<file path="config.mk">
export PLATFORM = sky130hd
export DESIGN_NAME = kypd_emulator_flat
export DESIGN_NICKNAME = d
export VERILOG_FILES = /design/src/rtl/kypd_emulator_if.sv /design/src/rtl/kypd_emulator.sv /design/src/flat_wrapper.sv
export SDC_FILE = /design/constraint.sdc
export NUM_CORES = 1
export LEC_CHECK = 0
export BUFFER_PORTS_ARGS = -buffer_cell sky130_fd_sc_hd__buf_2
export CORE_UTILIZATION = 60
export CTS_CLUSTER_DIAMETER = 100
export DETAILED_ROUTE_END_ITERATION = 12
export PLACE_DENSITY = 0.79
export SETUP_SLACK_MARGIN = 0.4
export SYNTH_ARGS = -nofsm -noshare
export SYNTH_HDL_FRONTEND = slang
export SYNTH_SLANG_ARGS = --single-unit
</file>
<file path="constraint.sdc">
create_clock -name clk -period 7 [get_ports clk]
set_input_delay 1.4 -clock clk [delete_from_list [all_inputs] [get_ports clk]]
set_output_delay 1.4 -clock clk [all_outputs]
set_load 0.05 [all_outputs]
</file>
<file path="src/rtl/kypd_emulator_if.sv">
// Signal bundle between a keypad scanner (master side) and the keypad
// emulator (slave side): column strobes in, row lines and status out.
interface kypd_emulator_if;
    logic [3:0] Col;        // active-low one-hot column strobe from the scanner
    logic [3:0] Row;        // active-low emulated row lines, 1111 = no key
    logic [3:0] key_in;     // hex code of the key to press
    logic       press_req;  // request to press key_in
    logic       busy;       // press/release sequence in progress
    logic       done;       // one-cycle completion pulse

    modport master (
        output Col,
        output key_in,
        output press_req,
        input  Row,
        input  busy,
        input  done
    );

    modport slave (
        input  Col,
        input  key_in,
        input  press_req,
        output Row,
        output busy,
        output done
    );
endinterface

</file>
<file path="src/rtl/kypd_emulator.sv">
// Keypad emulator: pretends a single key of a 4x4 hex keypad is held down
// for HOLD_CYCLES clocks, then released for RELEASE_CYCLES clocks. While the
// key is down, the matching row line is pulled low one clock after the
// scanner strobes the key's column, exactly as a real switch matrix would
// appear to a scanner that samples a few cycles after strobing.
module kypd_emulator #(
    parameter logic [31:0] HOLD_CYCLES    = 32'd25000000,
    parameter logic [31:0] RELEASE_CYCLES = 32'd6250000
) (
    input  logic             clk,
    input  logic             rst,
    kypd_emulator_if.slave   bus
);

    typedef enum logic [1:0] {
        ST_IDLE    = 2'd0,
        ST_PRESS   = 2'd1,
        ST_RELEASE = 2'd2
    } state_t;

    // Column strobe pattern (active-low one-hot) for a key on the keypad:
    //   C1: 1 4 7 0   C2: 2 5 8 F   C3: 3 6 9 E   C4: A B C D
    function automatic logic [3:0] key_col_pat(input logic [3:0] key);
        logic [3:0] pat;
        case (key)
            4'h1, 4'h4, 4'h7, 4'h0: pat = 4'b0111;
            4'h2, 4'h5, 4'h8, 4'hF: pat = 4'b1011;
            4'h3, 4'h6, 4'h9, 4'hE: pat = 4'b1101;
            4'hA, 4'hB, 4'hC, 4'hD: pat = 4'b1110;
            default:                pat = 4'b1111;
        endcase
        return pat;
    endfunction

    // Row line pattern (active-low one-hot) for a key on the keypad:
    //   R1: 1 2 3 A   R2: 4 5 6 B   R3: 7 8 9 C   R4: 0 F E D
    function automatic logic [3:0] key_row_pat(input logic [3:0] key);
        logic [3:0] pat;
        case (key)
            4'h1, 4'h2, 4'h3, 4'hA: pat = 4'b0111;
            4'h4, 4'h5, 4'h6, 4'hB: pat = 4'b1011;
            4'h7, 4'h8, 4'h9, 4'hC: pat = 4'b1101;
            4'h0, 4'hF, 4'hE, 4'hD: pat = 4'b1110;
            default:                pat = 4'b1111;
        endcase
        return pat;
    endfunction

    // Counters stop at the terminal value, so the compare values are the
    // last cycle index of each phase.
    localparam logic [31:0] HOLD_LAST_C    = HOLD_CYCLES - 32'd1;
    localparam logic [31:0] RELEASE_LAST_C = RELEASE_CYCLES - 32'd1;

    state_t      state_r;
    state_t      state_nxt_s;
    logic [31:0] cnt_r;
    logic [31:0] cnt_nxt_s;
    logic [3:0]  key_r;
    logic [3:0]  key_nxt_s;
    logic [3:0]  row_r;
    logic [3:0]  row_nxt_s;
    logic        busy_r;
    logic        busy_nxt_s;
    logic        done_r;
    logic        done_nxt_s;
    logic        col_hit_s;

    // Key is seen as closed only when the scanner drives exactly this
    // key's column; 0000, 1111 and multi-zero strobes never match a
    // one-hot pattern.
    assign col_hit_s = (bus.Col == key_col_pat(key_r));

    // Next-state, counter, key latch and next-output decode.
    always_comb begin
        state_nxt_s = state_r;
        cnt_nxt_s   = cnt_r;
        key_nxt_s   = key_r;
        done_nxt_s  = 1'b0;
        row_nxt_s   = 4'b1111;

        case (state_r)
            ST_IDLE: begin
                if (bus.press_req) begin
                    key_nxt_s   = bus.key_in;
                    cnt_nxt_s   = 32'd0;
                    state_nxt_s = ST_PRESS;
                end else begin
                    cnt_nxt_s   = 32'd0;
                end
            end
            ST_PRESS: begin
                if (cnt_r == HOLD_LAST_C) begin
                    cnt_nxt_s   = 32'd0;
                    state_nxt_s = ST_RELEASE;
                end else begin
                    cnt_nxt_s   = cnt_r + 32'd1;
                end
            end
            ST_RELEASE: begin
                if (cnt_r == RELEASE_LAST_C) begin
                    cnt_nxt_s   = 32'd0;
                    done_nxt_s  = 1'b1;
                    state_nxt_s = ST_IDLE;
                end else begin
                    cnt_nxt_s   = cnt_r + 32'd1;
                end
            end
            default: begin
                cnt_nxt_s   = 32'd0;
                key_nxt_s   = 4'h0;
                state_nxt_s = ST_IDLE;
            end
        endcase

        // Row follows the column strobe of the current cycle, but only while
        // the key is held down.
        if ((state_r == ST_PRESS) && col_hit_s) begin
            row_nxt_s = key_row_pat(key_r);
        end else begin
            row_nxt_s = 4'b1111;
        end

        // busy covers every PRESS and RELEASE cycle; the done cycle is IDLE.
        busy_nxt_s = (state_nxt_s != ST_IDLE);
    end

    // State, counter and latched key registers.
    always_ff @(posedge clk) begin
        if (rst) begin
            state_r <= ST_IDLE;
            cnt_r   <= 32'd0;
            key_r   <= 4'h0;
        end else begin
            state_r <= state_nxt_s;
            cnt_r   <= cnt_nxt_s;
            key_r   <= key_nxt_s;
        end
    end

    // Registered outputs to the scanner and the requester.
    always_ff @(posedge clk) begin
        if (rst) begin
            row_r  <= 4'b1111;
            busy_r <= 1'b0;
            done_r <= 1'b0;
        end else begin
            row_r  <= row_nxt_s;
            busy_r <= busy_nxt_s;
            done_r <= done_nxt_s;
        end
    end

    assign bus.Row  = row_r;
    assign bus.busy = busy_r;
    assign bus.done = done_r;

endmodule

</file>
<file path="src/flat_wrapper.sv">
// flat-port wrapper written by rule: the top's interface ports become plain ports
module kypd_emulator_flat 
#(
    parameter logic [31:0] HOLD_CYCLES    = 32'd25000000,
    parameter logic [31:0] RELEASE_CYCLES = 32'd6250000
)
  (clk, rst, bus_Col, bus_key_in, bus_press_req, bus_Row, bus_busy, bus_done);
  kypd_emulator_if bus_i ();
  input  logic clk;
  input  logic rst;
  input wire logic [$bits(bus_i.Col)-1:0] bus_Col;
  input wire logic [$bits(bus_i.key_in)-1:0] bus_key_in;
  input wire logic [$bits(bus_i.press_req)-1:0] bus_press_req;
  output wire logic [$bits(bus_i.Row)-1:0] bus_Row;
  output wire logic [$bits(bus_i.busy)-1:0] bus_busy;
  output wire logic [$bits(bus_i.done)-1:0] bus_done;
  assign bus_i.Col = bus_Col;
  assign bus_i.key_in = bus_key_in;
  assign bus_i.press_req = bus_press_req;
  assign bus_Row = bus_i.Row;
  assign bus_busy = bus_i.busy;
  assign bus_done = bus_i.done;
  kypd_emulator #(.HOLD_CYCLES(HOLD_CYCLES), .RELEASE_CYCLES(RELEASE_CYCLES)) u_core (.clk(clk), .rst(rst), .bus(bus_i));
endmodule
</file>
### Word level (Yosys, flattened, before mapping)

Memories as Yosys holds them, arrays and structs flattened. A register that Yosys moved wholly into a read port is not among the register bits.
Cells that the tools add are included.

| storage, ports and cells | value |
|---|---|
| input bits | 11 |
| flip-flop bits (word level) | 40 |
| memories kept | 2 |
| bits in read-only memories | 128 |

Memory list:

| name | words | bits a word | rd ports | clocked after Yosys merged registers in | wr ports | line | source |
|---|---|---|---|---|---|---|---|
| (name not given) | 16 | 4 | 1 | 1 | 0 | kypd_emulator.sv:39 | `case (key)` |
| (name not given) | 16 | 4 | 1 | 1 | 0 | kypd_emulator.sv:25 | `case (key)` |

| operators by class | value |
|---|---|
| reduce and logical (&&, ||, !) cells | 7 |
| equality and inequality tests | 6 |
| bitwise logic cells | 3 |
| muxes and demuxes | 12 |
| add/sub/neg operators | 1 |

Operator list:

| cell | number |
|---|---|
| $mux 32 | 2 |
| $pmux 32 s2 | 1 |
| $add 32x1->32 const B | 1 |
| $eq 32x23->1 const B | 1 |
| $eq 32x25->1 const B | 1 |
| $mux 4 | 3 |
| $pmux 4 s2 | 1 |
| $mux 2 | 3 |
| $pmux 2 s3 | 1 |
| $reduce_or 2->1 | 3 |
| $eq 4x4->1 | 1 |
| $not 1->1 | 3 |
| $eq 2x1->1 const B | 1 |
| $eq 2x2->1 const B | 1 |
| $logic_not 2->1 | 1 |
| $ne 2x2->1 const B | 1 |
| $reduce_and 2->1 | 1 |
| $reduce_bool 2->1 | 1 |
| $logic_and 1x1->1 | 1 |
| $mux 1 | 1 |

### Longest topological paths before layout

Gate-level depths: netlist of run 1.

| depth | value |
|---|---|
| depth in word-level cells | 6 |
| mapped depth | 10 |
| mapped depth without buffers | 10 |

### Worst setup path before layout of run 1

OpenSTA, ideal clock, no wires.

| path | value |
|---|---|
| path type | in2reg |
| start | in bus_press_req |
| end | reg (tool-made name) |
| stages | 7 |
| arrival | 2.857 ns |
| path buffers | 0 |
| data required time | 6.942 ns |
| path slack | 4.086 ns |
| setup time | 0.058 ns |
| cell sequence | nor2b_1 or2_2 a22o_1 nor2b_1 ha_1 mux4_2 inv_1 |

RTL lines:

| element | line | source |
|---|---|---|
| start, declared | flat_wrapper.sv:13 | `input wire logic [$bits(bus_i.press_req)-1:0] bus_press_req;` |

==> summary.txt, run 1 <==
Outcome
  • Result of the run: finished, final reports clean

Power and ir drop
  • Portion of total power attributed to the clock network: 34.6%
  • Net load switching power: 0.116 mW
  • Sequential Power Share: 57.6%
  • P per Cell Area: 190 mW/mm^2
  • Comb power frac: 7.9%
  • Switching part of the total power: 23.6%
  • Leakage power figure: 0.825 nW
  • Internal power summed over all cells: 0.374 mW
  • Worst supply voltage drop on vdd: 0.116 mV

Finish
  • Commonest cells after routing, fill and taps aside: 48 x sky130_fd_sc_hd__dfxtp_1, 40 x sky130_fd_sc_hd__nor2_1, 26 x sky130_fd_sc_hd__xnor2_1
  • Ratio of cells with drive above 1 in the final layout: 14.2%
  • Most frequent standard cell in the layout excluding fill and tap cells: sky130_fd_sc_hd__dfxtp_1
  • Filler cell count in the final layout: 331
  • Area of all sequential standard cells: 961 sq um
  • Multi-input logic area: 0.00133 sq mm
  • Ant diodes: 0
  • Syn-to-layout area delta: 7.06%
  • Final-stage net count: 307

Floorplan
  • I/O pins: 17
  • Die width: 65.4 um
  • Area enclosed by the die boundary: 0.00427 sq mm
  • Height of the die: 65.4 um
  • Number of cell rows: 22
  • Initial core utilization: 64.3%
  • Area of the core: 0.00374 sq mm

Route
  • DRC marker count from the first detailed-route iteration: 102
  • Total wire length: 4360 um
  • Final routed wire length divided by cell count: 13.0 um
  • DRC violation count after routing: 0
  • Vias per cell: 5.54
  • DRT Pass-1 Iters: 4
  • Via Count: 1860
  • Number of antenna-violating nets in the routed design: 0

Clock tree
  • Count of instances resized after the clock tree is built: 0
  • CTS tree: done
  • Clock tree sinks: 48
  • Clk slew on worst S/H paths: 0.08 ns
  • Number of buffers added by the clock tree synthesis step: 5
  • Hold_buf cts: 0
  • Clk Latency, worst-skew pair: 0.31 ns
  • Number of post-CTS setup repair buffers: 0
  • Buffer type at the clock tree root: sky130_fd_sc_hd__clkbuf_8
  • Max Buffers Root-to-Sink: 2
  • CTS H-tree lvls: 2

Timing
  • RSZ-0062 raised after global routing: false
  • Fmax: 336 MHz
  • Final count of hold timing violations: 0
  • Transition at the pin with the smallest max-transition slack: 0.644 ns
  • Final critical delay including setup and external delays: 2.97 ns
  • Maximum clock skew at final layout: 0.00739 ns
  • Relative slew margins: 57.0%
  • Final clock period utilization by the worst path: 42.5%
  • Final hold slack: 0.458 ns
  • Sum Neg Setup Slack: 0 ns
  • Number of endpoints failing setup at the final stage: 0
  • Final Slew Violations: 0

Worst setup path
  • Largest fanout of any net on the critical path: 4
  • Critical path launch point type: primary input
  • Required time of the critical path: 7.26 ns
  • Critical path start-end classification: in -> reg
  • Crit. End Element: flop
  • Arr. time, crit path: 3.23 ns

Logic synthesis
  • Main synth FF type: sky130_fd_sc_hd__dfxtp_1
  • Top cell type's share of synthesized area: 39.9%
  • Post-synthesis instance area: 0.00241 sq mm
  • Sequential share of the synthesized area: 39.9%
  • Mean post-synth cell area: 8.86 sq um
  • Cells after Synth: 272
  • Yosys warnings: 0
  • Biggest area contributors in the synthesized netlist: sky130_fd_sc_hd__dfxtp_1 40%, sky130_fd_sc_hd__xnor2_1 9.5%, sky130_fd_sc_hd__nor2_1 6.2%
  • Most area-hungry cell type in the Yosys netlist: sky130_fd_sc_hd__dfxtp_1
  • Share of flip-flops with an asynchronous set or reset after synthesis: 0%
  • Post-synth net total: 292
  • Number of distinct library cell variants in the gate-level netlist after synthesis: 48
  • Post-synth EDFFs: 0
  • Post-synthesis sequential element count: 48

Global route
  • Wire length of the first global-routing pass: 7550 um
  • Initial antenna violation count: 0
  • Vias in the first global route: 1742
  • Maximum number of pins on one net before global-route repair: 33
  • Total track usage: 22.8%
  • Sum of overflow across all layers after global routing: 0

Placed design
  • Port bufs: 16
  • Half-perimeter wire length of the detailed placement result: 3160 um
  • Final RePlAce weighted congestion: 0.809

Min path
  • Min-Delay Path Class: reg -> reg

Flow run
  • Max-cap viol count: 0
## layer usage
metal	vias to the layer above	track usage (%)	part of all wire [%]
met5	-	0	0
met4	0	10.6	2.4
met3	9	3.65	2.9
met2	26	38.1	46
met1	858	28.5	48
li1	967	-	-
## worst max-delay path, cell delays in order
cell                      delay [ns]
sky130_fd_sc_hd__buf_2          0.11
sky130_fd_sc_hd__nor2b_1        0.21
sky130_fd_sc_hd__or2_2          0.17
sky130_fd_sc_hd__a22o_1         0.23
sky130_fd_sc_hd__nor2b_1        0.27
sky130_fd_sc_hd__inv_1          0.10
sky130_fd_sc_hd__ha_1           0.22
sky130_fd_sc_hd__mux4_2         0.46
sky130_fd_sc_hd__inv_1          0.06
## synthesized netlist by cell type, types with 2 or more instances
cell type,count
sky130_fd_sc_hd__dfxtp_1,48
sky130_fd_sc_hd__nor2_1,40
sky130_fd_sc_hd__xnor2_1,26
sky130_fd_sc_hd__nand2_1,20
sky130_fd_sc_hd__inv_1,15
sky130_fd_sc_hd__nand3_1,14
sky130_fd_sc_hd__nor3_1,10
sky130_fd_sc_hd__ha_1,9
sky130_fd_sc_hd__xor2_1,8
sky130_fd_sc_hd__a21oi_1,7
sky130_fd_sc_hd__nand4_1,7
sky130_fd_sc_hd__nor4_1,7
sky130_fd_sc_hd__o21ai_0,6
sky130_fd_sc_hd__and4_1,4
sky130_fd_sc_hd__nor2_2,4
sky130_fd_sc_hd__nor4_2,4
sky130_fd_sc_hd__and3_1,3
sky130_fd_sc_hd__buf_6,3
sky130_fd_sc_hd__nor2b_1,3
sky130_fd_sc_hd__and3b_1,2
sky130_fd_sc_hd__buf_4,2
sky130_fd_sc_hd__clkbuf_1,2
sky130_fd_sc_hd__mux2i_1,2
sky130_fd_sc_hd__o31ai_2,2
## area by class of cell
type | instances | share of cell area [%]
Sequential cell | 48 | 37.3
Timing Repair Buffer | 16 | 3.11
Inverter | 15 | 2.18
Tap cell | 48 | 2.33
Multi-Input combinational cell | 201 | 51.6
Clock buffer | 8 | 3.49
## sequential cells by signal (all words and copies together), names as in the netlist, named ones only
name,flops
u_core.cnt_r,32
u_core.bus.Row,4
u_core.key_r,4
u_core.state_r,2
u_core.bus.busy,1
u_core.bus.done,1
## stage by stage
stage	instances	setup slack (ns)	util [%]	total power [mW]	cell area, sq um
after floorplan	272	4.09	-	0.316	2410
after global placement	328	3.89	66.5	0.325	2490
after detailed placement	328	3.76	66.5	0.326	2490
after CTS	336	4.05	68.9	0.493	2580
after global routing	336	3.87	68.9	0.509	2580
final	336	4.03	68.9	0.490	2580
## cells by family (layout without fill, tap and decap cells)
group / after synthesis / after routing / synth area share, %
muxes: 4 / 4 / 2.23
adders and majority gates: 9 / 9 / 4.68
and+or+nand+nor: 130 / 130 / 29.4
xor gates and xnor gates: 34 / 34 / 12.4
DFF: 48 / 48 / 39.9
buffers and inverters: 23 / 39 / 4.83
AOI/OAI and AO/OA: 24 / 24 / 6.65
## power by group through the flow
stage	Combinational (mW)	Sequential (mW)	Clock, mW
after floorplan	0.0270	0.289	0
after global placement	0.0366	0.288	0
after detailed placement	0.0383	0.288	0
after CTS	0.0387	0.282	0.173
after global routing	0.0430	0.282	0.183
final	0.0386	0.282	0.169
## worst paths after layout
kind,slack (ns),to,cells after the start,startpoint
worst min-delay path,0.46,u_core.cnt_r[0],1,u_core.cnt_r[0]
worst max register to register,4.38,flop,9,u_core.state_r[0]
worst max-delay path,4.03,flop,9,bus_press_req
worst min register to register,0.46,u_core.cnt_r[0],1,u_core.cnt_r[0]
Power figures use the tool's default switching activity.
==> run 2: changes to the inputs <==
CORE_UTILIZATION = 54   (was 60)
PLACE_DENSITY = 0.75   (was 0.79)
clock period = 2.7 ns   (was 7 ns; I/O delays follow)
==> summary.txt, run 2 (synthesized netlist as in run 1, its figures left out) <==
Outcome
  • Result of the run: finished, final reports clean

Timing
  • Maximum clock skew at final layout: 0.00890 ns (+0.00151 ns)
  • Final critical delay including setup and external delays: 2.20 ns
  • Final count of hold timing violations: 0 (unchanged)
  • RSZ-0062 raised after global routing: false
  • Transition at the pin with the smallest max-transition slack: 0.482 ns (-0.162 ns)
  • Fmax: 454 MHz
  • Sum Neg Setup Slack: 0 ns (unchanged)
  • Number of endpoints failing setup at the final stage: 0 (unchanged)
  • Final clock period utilization by the worst path: 81.6%
  • Final Slew Violations: 0 (unchanged)
  • Relative slew margins: 67.6% (+11 points)
  • Minimum setup slack in the final design: 0.496 ns (-3.53 ns)

Min path
  • Min-Delay Path Class: reg -> reg
  • Worst Hold Launch: u_core.cnt_r[0]

Clock tree
  • Max Buffers Root-to-Sink: 2 (unchanged)
  • CTS H-tree lvls: 2 (unchanged)
  • Hold_buf cts: 0 (unchanged)
  • CTS tree: done
  • Clk Latency, worst-skew pair: 0.30 ns (about the same)
  • Number of buffers added by the clock tree synthesis step: 5 (unchanged)
  • Buffer type at the clock tree root: sky130_fd_sc_hd__clkbuf_8
  • Clk slew on worst S/H paths: 0.08 ns (about the same)
  • Clock tree sinks: 48 (unchanged)

Route
  • DRT Pass-1 Iters: 4 (unchanged)
  • Number of antenna-violating nets in the routed design: 0 (unchanged)
  • DRC violation count after routing: 0 (unchanged)
  • DRC marker count from the first detailed-route iteration: 177 (+74%)
  • Via Count: 1915 (+3.0%)
  • Total wire length: 4470 um (+2.5%)
  • Vias per cell: 5.58 (+0.86%)
  • Final routed wire length divided by cell count: 13.0 um (+0.41%)

Floorplan
  • Initial core utilization: 58.1% (-6.2 points)
  • I/O pins: 17 (unchanged)
  • Area of the core: 0.00414 sq mm (+11%)
  • Area enclosed by the die boundary: 0.00473 sq mm (+11%)
  • Die width: 68.8 um (+5.2%)
  • Number of cell rows: 23 (+4.5%)
  • Height of the die: 68.8 um (+5.2%)

Global route
  • Sum of overflow across all layers after global routing: 0 (unchanged)
  • Maximum number of pins on one net before global-route repair: 18 (-45%)
  • Wire length of the first global-routing pass: 7590 um (+0.56%)
  • Total track usage: 21.5% (-1.4 points)
  • Vias in the first global route: 1775 (+1.9%)
  • Initial antenna violation count: 0 (unchanged)

Finish
  • Ratio of cells with drive above 1 in the final layout: 19.1% (+4.9 points)
  • Ant diodes: 0 (unchanged)
  • Final-stage net count: 314 (+2.3%)
  • Biggest register: u_core.cnt_r
  • Commonest cells after routing, fill and taps aside: 46 x sky130_fd_sc_hd__dfxtp_1, 40 x sky130_fd_sc_hd__nor2_1, 26 x sky130_fd_sc_hd__xnor2_1
  • Syn-to-layout area delta: 10.6%
  • Max FFs per register: 32 (unchanged)
  • Most frequent standard cell in the layout excluding fill and tap cells: sky130_fd_sc_hd__dfxtp_1

Flow run
  • Max-cap viol count: 0 (unchanged)

Worst setup path
  • Crit. End Element: flop
  • Arr. time, crit path: 2.45 ns (-0.78 ns)
  • Largest fanout of any net on the critical path: 5 (+1)
  • Required time of the critical path: 2.95 ns (-4.31 ns)
  • Worst flop-to-flop path startpoint: u_core.state_r[0]
  • Crit. Startpoint: u_core.state_r[0]
  • Critical path launch point type: flop
  • Critical path start-end classification: reg -> reg

Placed design
  • Final RePlAce weighted congestion: 0.806 (-0.42%)
  • Port bufs: 16 (unchanged)
  • Worst-case setup slack after placement: 0.249 ns (-3.51 ns)
  • Half-perimeter wire length of the detailed placement result: 3260 um (+3.1%)

Power and ir drop
  • Leakage power figure: 0.862 nW (+4.5%)
  • P per Cell Area: 497 mW/mm^2 (+160%)
  • Worst supply voltage drop on vdd: 0.372 mV (+220%)
==> run 2: cell count changes in the layout (fill, tap and decap cells not counted), moves of 2 or more <==
cell,change
sky130_fd_sc_hd__ha_2,+2
sky130_fd_sc_hd__ha_1,-2
sky130_fd_sc_hd__clkbuf_1,-2
sky130_fd_sc_hd__nor2b_1,-2
sky130_fd_sc_hd__buf_4,+7
sky130_fd_sc_hd__dfxtp_1,-2
==> run 2: critical path: stages, from the launching register on <==
cell and delay (ns):
sky130_fd_sc_hd__dfxtp_4 0.36, sky130_fd_sc_hd__inv_2 0.05, sky130_fd_sc_hd__ha_2 0.20, sky130_fd_sc_hd__nor2b_2 0.17, sky130_fd_sc_hd__or2_2 0.28, sky130_fd_sc_hd__a22o_1 0.24, sky130_fd_sc_hd__nor2b_4 0.14, sky130_fd_sc_hd__ha_1 0.21
sky130_fd_sc_hd__mux4_2 0.45, sky130_fd_sc_hd__inv_1 0.06
==> run 2: layout make-up <==
class                      count  area, sq um
multi-input combinational    201         1350
fill                         356         1480
inverter                      15         56.3
clock inverter                 1         30.0
timing repair buffer          23          133
sequential                    48          966
clock buffer                   5         68.8
tap                           50         62.6
==> run 2: layer usage <==
layer	GRT usage, %	share of wire [%]	vias to the layer above
met3	5.76	3.6	7
met5	0	0	-
met1	26.9	46	893
li1	-	-	974
met4	7.65	1.1	0
met2	35.3	49	41
==> run 2: final timing paths <==
kind,end,cells past startpoint,slack (ns)
max,flop,9,0.50
min,u_core.cnt_r[0],1,0.48
max reg2reg,flop,9,0.50
min reg2reg,u_core.cnt_r[0],1,0.48
==> run 2: what timing repair did <==
action	CTS	global route
resized for setup	5	4
setup buffers	3	0
setup endpoints to repair	3	2
pin swaps	2	1
==> run 2: power breakdown <==
part	leakage (nW)	switching, mW	internal [mW]
combinational	0.423	0.0606	0.0489
clock	0.0501	0.218	0.266
sequential	0.389	0.00971	0.720
total	0.862	0.289	1.03
==> run 2: per-stage QoR <==
step | instance area, sq um | util [%] | hold slack [ns] | cells | power, mW
finish | 2660 | 64.3 | 0.479 | 343 | 1.32
global route | 2660 | 64.3 | 0.490 | 343 | 1.38
global placement | 2520 | 60.9 | 0.442 | 334 | 0.843
floorplan | 2410 | - | 0.426 | 272 | 0.820
detailed placement | 2520 | 60.9 | 0.461 | 334 | 0.846
CTS | 2660 | 64.1 | 0.480 | 343 | 1.34
